<file path="config.mk">
export PLATFORM = sky130hd
export DESIGN_NAME = pipe_sel_mux
export DESIGN_NICKNAME = d
export VERILOG_FILES = /design/src/rtl/pipe_sel_mux.sv
export SDC_FILE = /design/constraint.sdc
export NUM_CORES = 1
export LEC_CHECK = 0
export BUFFER_PORTS_ARGS = -buffer_cell sky130_fd_sc_hd__buf_2
export CAP_MARGIN = 5
export CORE_UTILIZATION = 42
export CTS_BUF_LIST = sky130_fd_sc_hd__clkbuf_16
export DETAILED_ROUTE_END_ITERATION = 12
export PLACE_DENSITY = 0.91
export SLEW_MARGIN = 20
export SYNTH_ARGS = -nofsm -noshare
export SYNTH_HDL_FRONTEND = slang
export SYNTH_SLANG_ARGS = --single-unit
</file>
<file path="constraint.sdc">
create_clock -name clk -period 1.6 [get_ports clk]
set_input_delay 0.08 -clock clk [delete_from_list [all_inputs] [get_ports clk]]
set_output_delay 0.08 -clock clk [all_outputs]
set_load 0.02 [all_outputs]
</file>
<file path="src/rtl/pipe_sel_mux.sv">
// N-input, W-bit select mux feeding a DEPTH-stage pipeline with valid tracking.
// Supports stall (hold), flush (bubble insert) and a sticky illegal-select flag.
module pipe_sel_mux #(
   parameter  int W     = 32,
   parameter  int N     = 3,
   parameter  int DEPTH = 1,
   localparam int SELW  = (N <= 2) ? 1 : $clog2(N)
) (
   input  logic              clk,
   input  logic              rst,
   input  logic [N*W-1:0]    in_bus,
   input  logic [SELW-1:0]   sel,
   input  logic              in_valid,
   input  logic              stall,
   input  logic              flush,
   output logic [W-1:0]      out_data,
   output logic              out_valid,
   output logic              sel_err
);

   logic [W-1:0] mux_data;
   logic         sel_legal;

   logic [W-1:0] stage_data  [DEPTH];
   logic         stage_valid [DEPTH];

   // Matching sel against each legal index makes codes >= N fall through to zero.
   always_comb begin
      // NOTE: defaults first so every path assigns both signals and no latch is inferred.
      mux_data  = '0;
      sel_legal = 1'b0;
      for (int k = 0; k < N; k++) begin
         if (int'(sel) == k) begin
            sel_legal = 1'b1;
            if (in_valid) mux_data = in_bus[k*W +: W];
         end
      end
   end

   always_ff @(posedge clk) begin
      if (rst) begin
         for (int i = 0; i < DEPTH; i++) begin
            // NOTE: non-blocking so every stage samples its neighbour's pre-edge value.
            stage_data[i]  <= '0;
            stage_valid[i] <= 1'b0;
         end
         sel_err <= 1'b0;
      end else if (flush) begin
         // Flush wins over stall and leaves sel_err untouched.
         for (int i = 0; i < DEPTH; i++) begin
            stage_data[i]  <= '0;
            stage_valid[i] <= 1'b0;
         end
      end else if (!stall) begin
         stage_data[0]  <= mux_data;
         stage_valid[0] <= in_valid & sel_legal;
         for (int i = 1; i < DEPTH; i++) begin
            stage_data[i]  <= stage_data[i-1];
            stage_valid[i] <= stage_valid[i-1];
         end
         if (in_valid && !sel_legal) sel_err <= 1'b1;
      end
   end

   assign out_data  = stage_data[DEPTH-1];
   assign out_valid = stage_valid[DEPTH-1];

endmodule

</file>
# Word level (Yosys, flattened, before mapping)
# Memories as Yosys holds them, arrays and structs flattened.
# Cells that the tools add are included.
# op_classes
add_sub_neg	0
mul	0
div_mod_pow	0
magnitude_cmp	0
eq_ne	2
shifts	0
n_mux	26
bitwise	3
reduce_logical	8
# ops
op	count
$mux W32	8
$reduce_or A32 Y1	2
$mux W1	18
$eq A2 B2 Y1 const B	2
$reduce_and A3 Y1	1
$logic_not A2 Y1	1
$not A1 Y1	2
$reduce_or A1 Y1	2
$and A1 B1 Y1	1
$logic_and A1 B1 Y1	1
$logic_not A1 Y1	1
# word_totals
reg_bits	1
latch_bits	0
ramBits	33
rom_bits	0
in_bits	103
output_inout_bits	34
word_cells	42
mem_count	2
# mem_list
memory	depth	word_bits	rd	rd_ports_with_merged_regs	write_ports	line_no	source
stage_data	1	32	1	0	1	24	logic [W-1:0] stage_data [DEPTH];
stage_valid	1	1	1	0	1	25	logic stage_valid [DEPTH];

# Depth between registers and ports, before layout
# logic_depth
ltp_word	7
depth_mapped	5
depth_no_buf	3

# Worst setup path before layout
# OpenSTA, ideal clock, no wires.
# synth_path
path_type	input -> register
startpoint	in sel[0]
endpoint	mem stage_data[0][0], data pin
setup_time_ns	0.254
t_arrival_ns	1.165
required_time_ns	1.346
slack_ns	0.180
cell_stages	4
n_path_buf	2
cell_sequence	clkbuf_1 > clkbuf_1 > mux2i_1 > o2bb2ai_2
# synth_via
elab_chain_cells	7
elab_cells_between_ends	9
cone_classes	eq/ne: 2; mux: 6; reduce/logical: 1
# synth_rtl
item	line_no	source
start, declared	12	input logic [SELW-1:0] sel,
$logic_not A2 Y1	33	if (int'(sel) == k) begin
$mux W32	33	
$mux W32	35	if (in_valid) mux_data = in_bus[k*W +: W];
$mux W32	33	
$mux W32	35	
$mux W32 (*)	33	
$mux W32 (no line) (*)	n/a	
end, declared	24	
# Every way passes the cells marked *; elsewhere a longest branch is shown, timed or not.

# Worst setup path in the final report
# layout_path
startpoint	in flush
endpoint	mem stage_data[0][16], data pin
# layout_via
elab_chain_cells	5
# layout_rtl
item	line_no	source
start, declared	15	input logic flush,
$mux W1	48	end else if (flush) begin
$mux W1	41	if (rst) begin
$mux W1 (not written as such)	55	stage_data[0] <= mux_data;
$reduce_or A32 Y1 (no line)	n/a	
$mux W32 (no line)	n/a	
# Every way passes these cells.

==> impl_metrics.tcl <==
set metrics [dict create \
    worstSetupPathType "in2reg" \
    synthXorXnorAreaFrac 0 \
    wl_per_cell_um 14.3 \
    grt_start_max_net_pins 34 \
    viasPerCell 5.01 \
    powerDensity_nw_per_um2 791 \
    drtPass1Iterations 4 \
    crit_arrival_ps 1420 \
    status "completed" \
    avgSynthCellArea_sq_um 17.1 \
    hold_viol 0 \
    gr-total-overflow 0 \
    clock_latency_ps 270 \
    period_share 0.811 \
    synth_compound_area_frac 0.254 \
    worstMarginPinSlew_ps 437 \
    synth-simple-area-share 0.0295 \
    place_congestion 0.706 \
    cts_tree "done" \
    final_antenna_net_count 0 \
    endpoint_kind "register" \
    synthTopCellsByCount "33 x edfxtp_1, 32 x mux2i_1, 27 x o2bb2ai_2, 4 x buf_6" \
    clock_skew_ps 0 \
    die_w_um 71.6 \
    cts_buffers 5 \
    cp.required_ps 1730 \
    slew_viol_final 0 \
    syn_to_final_growth_pct 42.7 \
    timing.slew.headroom 0.709 \
    period_needed_ps 1300 \
    die_y_um 71.6 \
    post_cts_buffers 0 \
    synth_edf_count 33 \
    die-area_sq_um 5120 \
    num_vias 1559 \
    seq_area_frac_synth 0.497 \
    grt_pass1_vias 1578 \
    post-route-drc-count 0 \
    core_area_sq_um 4500 \
    final_nets 362 \
    vdd_drop_max_mv 0.455 \
    power_uw 2290 \
    crit_buf_inv 2 \
    leakage_uw 0.00143 \
    syn_area_sq_um 2030 \
    synth_area_leader_cell "edfxtp_1" \
    synth_flop_cell "edfxtp_1" \
    fmax_mhz 770 \
    place.port_buffers 136 \
    antenna_found_initial 0 \
    rows 24 \
    ios 137 \
    grt_use_total 0.181 \
    netlist-cell-type-count 18 \
    clk_transition_reported_paths_ps 50 \
    synth_top_cell_area_share 0.487 \
    yosys.cell_count.top_type "edfxtp_1" \
    syn_inst 119 \
    synth_fa_ha_area_frac 0 \
    maxCapViolations 0 \
    antennaDiodeCount 0 \
    crit_chain "buf_2 -> or4b_4 -> or2_2 -> buf_12 -> o2bb2ai_2" \
    synth_seq_cells 34 \
    clock-sinks 34 \
    cp_slowest_cell "or4b_4" \
    hp-class "in2reg" \
    synth.area.mux_share 0.158 \
    syn-num-nets 222 \
    async_flop_share 0 \
    grt_pass1_wl_um 7050 \
    drive_above_1_share 0.699 \
    h-tree-depth 2 \
    cts_max_path_buffers 2 \
    yosys_warnings 0 \
    drt-total-wl_um 4450 \
    hpwl_um 3460 \
    synth_top_cells_by_area "edfxtp_1 49%, o2bb2ai_2 20%, mux2i_1 16%, o2bb2ai_4 4.1%, buf_12 3.0%" \
    synth_top_family_by_area "compound AO/OA/AOI/OAI gates" \
    rsz0062_at_grt "no" \
    tns_ps 0 \
    critPathLaunchType "primary input" \
    cp_top_family "simple AND/OR/NAND/NOR gates" \
    cp_max_fo 16 \
    drt-initial-drc-count 61 \
    setup_viol 0 \
    slowest_delay_ps 550 \
    cts_root_buf "clkbuf_16" \
    initial_core_util 0.451 \
]
## routing by layer
metal / wire length, um / part of all wire / track usage / vias to the layer above
met2: 2390 / 0.54 / 0.350 / 87
li1: - / - / - / 766
met3: 393 / 0.088 / 0.0591 / 6
met1: 1610 / 0.36 / 0.179 / 700
met5: 0 / 0 / 0 / -
met4: 61 / 0.014 / 0.0675 / 0
## report_power, final
| group | internal, uW | switching, uW | total, uW |
|---|---|---|---|
| logic | 181 | 206 | 387 |
| registers | 1020 | 9.68 | 1030 |
| clock network | 555 | 322 | 877 |
## flip-flops by register name (all words and copies together), names as in the netlist
| signal | cells |
|---|---|
| sel_err | 1 |
| stage_valid | 1 |
| stage_data | 32 |
## placed cells by master (no fill, tap or decap)
cell             n
a21oi_1          2
and4b_1          1
buf_12           4
buf_2          136
buf_4            3
clkbuf_16        5
dfxtp_1          1
dlygate4sd3_1    1
edfxtp_1        33
inv_1            3
mux2i_1         32
nand2_1          1
nor2_1           2
nor3b_4          1
o2bb2ai_1        2
o2bb2ai_2       27
o2bb2ai_4        3
or2_2            1
or4b_4           1
## worst reg2reg max path, delay by kind of cell (launching register included)
| kind | cells | cell delay [ps] |
|---|---|---|
| AND/OR/NAND/NOR | 1 | 50 |
| AO/OA/AOI/OAI | 1 | 110 |
| flip-flops | 1 | 310 |
## layout make-up
class / instances / area (sq um)
Fill cell: 334 / 1600
Timing Repair Buffer: 144 / 793
Multi-Input combinational cell: 73 / 896
Inverter: 1 / 3.75
Clock inverter: 2 / 7.51
Tap cell: 52 / 65.1
Sequential cell: 34 / 1010
Clock buffer: 5 / 125
## stage by stage
step	util	hold WS (ps)	area (sq um)	setup slack (ps)	cells
after floorplan	-	152	2030	180	119
after global placement	0.613	274	2760	50.6	303
after detailed placement	0.613	281	2760	24.6	303
after CTS	0.644	81.7	2900	305	311
after global routing	0.644	83.0	2900	252	311
final	0.644	86.0	2900	302	311
## cell families after synthesis
group                  Yosys count
AO/OA/AOI/OAI                   34
buffers and inverters           12
flip-flops                      34
multiplexers                    32
AND/OR/NAND/NOR                  7
## what timing repair did
action                                 in CTS  in global routing
hold buffers                                1                  0
gates resized for setup                     0                  0
endpoints found under the hold margin       1                  0
## worst paths after layout
path,end,start,cells past startpoint,slack (ps)
hold reg to reg,sel_err,sel_err,2,480
hold / removal,stage_data[0][8],in_bus[72],2,90
setup / recovery,stage_data[0][16],flush,5,300
setup reg to reg,sel_err,sel_err,2,1030
Power figures use the tool's default switching activity.
